===== src/rtl/chunker.sv =====
// Parallel-to-chunk serializer: captures an L-bit word on a strobe and emits it
// as L/M registered M-bit chunks, most significant chunk first, with a valid flag.
module chunker #(
    parameter int L = 8,
    parameter int M = 2
) (
    input  logic         clk,
    input  logic         reset,
    input  logic [L-1:0] data_in,
    input  logic         strobe,
    output logic [M-1:0] q,
    output logic         valid
);

    localparam int NR = L / M;
    localparam int CW = (NR > 1) ? $clog2(NR) : 1;
    localparam logic [CW-1:0] LAST_IDX = CW'(NR - 1);

    generate
        if (M < 1 || M > L || (L % M) != 0) begin : g_bad_params
            $error("chunker: L must be a positive multiple of M with 1 <= M <= L");
        end
    endgenerate

    typedef enum logic {
        IDLE,
        SHIFT
    } state_t;

    state_t         state_q, state_d;
    logic [L-1:0]   shreg_q, shreg_d;
    logic [CW-1:0]  cnt_q,   cnt_d;
    logic [M-1:0]   q_q,     q_d;
    logic           valid_q, valid_d;

    // The shift register holds only the chunks not yet presented, top-aligned,
    // so the next chunk is always its top M bits.
    always_comb begin
        // NOTE: every next-state value gets a default first so no path leaves
        // one unassigned, which would otherwise infer a latch.
        state_d = state_q;
        shreg_d = shreg_q;
        cnt_d   = cnt_q;
        q_d     = q_q;
        valid_d = valid_q;

        if (strobe) begin
            shreg_d = data_in << M;
            q_d     = data_in[L-1 -: M];
            valid_d = 1'b1;
            cnt_d   = '0;
            state_d = SHIFT;
        end else begin
            unique case (state_q)
                IDLE: begin
                    q_d     = '0;
                    valid_d = 1'b0;
                end
                SHIFT: begin
                    if (cnt_q != LAST_IDX) begin
                        cnt_d   = cnt_q + 1'b1;
                        q_d     = shreg_q[L-1 -: M];
                        shreg_d = shreg_q << M;
                    end else begin
                        state_d = IDLE;
                        q_d     = '0;
                        valid_d = 1'b0;
                    end
                end
                default: state_d = IDLE;
            endcase
        end
    end

    always_ff @(posedge clk or negedge reset) begin
        if (!reset) begin
            state_q <= IDLE;
            shreg_q <= '0;
            cnt_q   <= '0;
            q_q     <= '0;
            valid_q <= 1'b0;
        end else begin
            // NOTE: non-blocking assignments so every register samples the
            // pre-edge values, independent of statement order.
            state_q <= state_d;
            shreg_q <= shreg_d;
            cnt_q   <= cnt_d;
            q_q     <= q_d;
            valid_q <= valid_d;
        end
    end

    assign q     = q_q;
    assign valid = valid_q;

endmodule


===== config.mk =====
export PLATFORM = sky130hd
export DESIGN_NAME = chunker
export DESIGN_NICKNAME = d
export VERILOG_FILES = /design/src/rtl/chunker.sv
export SDC_FILE = /design/constraint.sdc
export NUM_CORES = 1
export LEC_CHECK = 0
export BUFFER_PORTS_ARGS = -buffer_cell sky130_fd_sc_hd__buf_4
export CAP_MARGIN = 15
export CORE_AREA = 2 2 39 41
export CTS_CLUSTER_DIAMETER = 120
export DETAILED_ROUTE_END_ITERATION = 12
export DIE_AREA = 0 0 41 43
export GPL_ROUTABILITY_DRIVEN = 0
export GPL_TIMING_DRIVEN = 0
export MAX_ROUTING_LAYER = met4
export REMOVE_ABC_BUFFERS = 1
export SLEW_MARGIN = 20
export SYNTH_ARGS = -nofsm -noshare
export SYNTH_HDL_FRONTEND = slang
export SYNTH_SLANG_ARGS = --single-unit

===== constraint.sdc =====
create_clock -name clk -period 1.4 [get_ports clk]
set_input_delay 0.07 -clock clk [delete_from_list [all_inputs] [get_ports clk]]
set_output_delay 0.07 -clock clk [all_outputs]
set_load 0.01 [all_outputs]

==> results list <==
* First-pass GRT wire length: ~1.4 mm
- Share of the clock period used by the worst path: between 90 and 100%
- The worst hold path begins at data_in[1].
- Crit path max-delay family: flip-flops
- The worst hold path belongs to the class in2reg.
* Final std cell area, no fill: 682 um2
- Core ar.: roughly 0.0014 mm2
- Number of library cell types mapped by synthesis: 15
- Average vias per placed instance: ~4.7
- Count of nets left with antenna violations after detail routing: 0
- Endpoints failing setup: 0
- Adding up every negative setup slack in the final design gives 0 ns.
* Cell type with the largest total area after synthesis: dfrtp_1
- Pin placement for this block handled 14 I/O pins.
- Max Clk Rate: roughly 770 MHz
* Flops & latches, synth: 12
- Unrepaired setup endpoints after global routing: false
- Sequential share of the synthesized area: between 50% and 60%
* Number of buffers created by CTS: 3
* TritonCTS clock tree: built
- Setup CP Type: reg2reg
- Highest ir drop seen on vdd: between 600 and 700 uV
- Final-layout worst hold slack: 0.00940 ns
- For this block, the initial DRC count from the detailed router was 5.
* Leakage: 0.000338 uW
* Clock tree root buffer cell: clkbuf_4
- Register-to-Register Setup Slack: between 0.09 and 0.1 ns
- Row cnt: 14
- Worst clock skew on the final layout: between 0.0015 and 0.002 ns
- H-tree Lvls: 1
- After synthesis the cells add up to 541 um2.
- Number of antenna violations at the first check in global routing: 0
* Maximum number of pins on one net before global-route repair: 21
* Routed WL: about 850 um
* Slowest Stage Delay on Critical Path: around 0.4 ns
- Warnings, synthesis: 0
- The count of buffers added on input and output ports is 13.
- The number of antenna diodes in the final layout is 0.
- For the pin with the worst max-slew slack, the measured transition is just under 0.2 ns.
- Fraction of synthesized cell area taken by the top area cell type: a little under three fifths
* Syn Inst Count: 51
* Worst path slowest cell: dfrtp_1
- The floorplan step set the die height to between 40 and 50 um.
- CP Buf/Inv Count: 0
- Yosys attributes the largest share of cell area to dfrtp_1 56%, nand2_1 9.7%, mux2i_1 7.4%.
* Number of iterations in the first detailed-routing pass: 4
- Cell area reported after detailed placement: 639 um2
- PD cells: roughly 1400 mW/mm2
* Fillers: approximately 140
- STA classifies the critical path endpoint as a register.
* Clk sinks: 12
* Ordered list of cells on the worst path: ha_1 > or2b_4 > mux2i_1 > o21ai_0
- Effective utilization at floorplan: around two fifths
- Critical path data required time: ~1.5 ns
- Post-layout nets: about 80
* P&R area growth vs syn: 26.2%
- Category of the worst setup path launch point: register
* Worst Setup SP: cnt_q[0]
- The average instance in the mapped netlist occupies between 10 and 15 um2.
* R2R Path Start: cnt_q[0]
- Subtracting the final worst setup slack from the clock period gives roughly 1.3 ns.
- Clock latency on the worst-skew pair, taken at its later pin, is ~0.26 ns.
- Max_slew headroom: between 80% and 90%
* Max-slew violation total from the final report: 0
* GRT Util Overall: between 10% and 20%
- The clock passes through at most 2 buffers.
* Number of global-route vias before repair: ~350
- For the worst setup path, the data arrival time is around 1.4 ns.
- In this run the horizontal extent of the chip is around 41 um.
- The hold violation total from the final report was 0.
- The wire-length estimate of the detail-placed layout is just over 600 um.
* Share of layout cells above drive strength 1: between 30% and 40%
- Utilization of the core after routing: 49.3%
- Max-cap violations: 0
- Drc violations: 0
- In the final routed layout, each cell accounts on average for about 10 um.
- The flow ran to the end, and the final reports show no timing, DRC or antenna violations.
- Post-CTS clock slew at the launch and capture registers of the worst setup and hold paths: 0.06 ns
- Area of the die: roughly 0.0018 mm2
- After global routing the overflow that remains totals 0.
* Crit path max fanout: 5
* Vias after detailed routing: 385
## cell usage after synthesis
master    number
o21ai_0        8
mux2i_1        4
nor2b_4        1
ha_1           2
nor2_1         1
xnor2_1        1
a21o_2         1
clkbuf_1       2
a31o_2         1
nand2_1       14
a21oi_1        1
or2b_4         1
dfrtp_1       12
inv_1          1
buf_6          1
## cells by family (layout without fill, tap and decap cells)
| group | Yosys count | after routing | share of synthesized area, % |
|---|---|---|---|
| mux | 4 | 4 | 7.41 |
| xor+xnor | 1 | 1 | 1.62 |
| fa+ha+maj | 2 | 2 | 4.63 |
| buf+inv | 4 | 19 | 4.17 |
| simple gates | 17 | 17 | 15.0 |
| flops | 12 | 12 | 55.6 |
| compound gates | 11 | 11 | 11.6 |
## where the power goes
group / leakage (uW) / total, uW / switching, uW / internal [uW]
logic: 0.000181 / 293 / 133 / 160
clock network: 0.0000138 / 197 / 97.3 / 99.3
registers: 0.000144 / 463 / 45.0 / 418
## what timing repair did
action | 4_1_cts | 5_1_grt
gates resized for setup | 0 | 1
buffers inserted | 0 | 0
endpoints found under the hold margin | 13 | 0
endpoints found under the setup margin | 0 | 1
hold buffers | 2 | 0
## cells in the final DEF, fill, tap and decap left out
| master | n |
|---|---|
| a21o_2 | 1 |
| a21oi_1 | 1 |
| a31o_2 | 1 |
| buf_4 | 13 |
| clkbuf_4 | 3 |
| dfrtp_1 | 12 |
| dlygate4sd3_1 | 2 |
| ha_1 | 2 |
| inv_1 | 1 |
| mux2i_1 | 4 |
| nand2_1 | 14 |
| nor2_1 | 1 |
| nor2b_4 | 1 |
| o21ai_0 | 7 |
| o21ai_1 | 1 |
| or2b_4 | 1 |
| xnor2_1 | 1 |
## per-stage QoR
stage / worst slack [ns] / cells / total power, uW
6_report: 0.0988 / 82 / 953
3_3_place_gp: 0.102 / 77 / 755
2_1_floorplan: 0.169 / 48 / 660
4_1_cts: 0.0789 / 82 / 975
3_5_place_dp: 0.0896 / 77 / 764
5_1_grt: 0.00423 / 82 / 1030
## sequential cells by signal, indices dropped and copies added, names as in the netlist
name and cells:
shreg_q 6, cnt_q 2, q 2, state_q 1, valid 1
## area by class of cell
type / count / area [um2] / share of cell area [%]
repair buffers: 15 / 118 / 17.2
inverters: 1 / 3.75 / 0.550
clock buffers: 3 / 22.5 / 3.30
multi-input cells: 35 / 218 / 31.9
flip-flops and latches: 12 / 300 / 44.0
well taps: 16 / 20.0 / 2.94
## path summary, 6_finish.rpt
kind                                    to  cells after the start
max in group asynchronous       shreg_q[2]                      2
worst max register to register  shreg_q[4]                      4
worst min register to register       valid                      1
min in group asynchronous         cnt_q[0]                      2
worst min-delay path            shreg_q[3]                      3
worst max-delay path            shreg_q[4]                      4
## worst reg2reg max path, stage by stage (launching register included)
cell and delay, ns:
dfrtp_1 0.41, ha_1 0.25, or2b_4 0.30, mux2i_1 0.14
o21ai_0 0.08
## layer usage
layer  GRT usage, %  routed length, um  share of wire, %  vias up
li1               -                  -                 -      199
met1           15.5                400                47      178
met2           16.6                407                48        8
met3           3.14                 44               5.2        0
met4           6.00                  0                 0        0
met5              -                  0                 0        -
(Power assumes the default switching activity.)
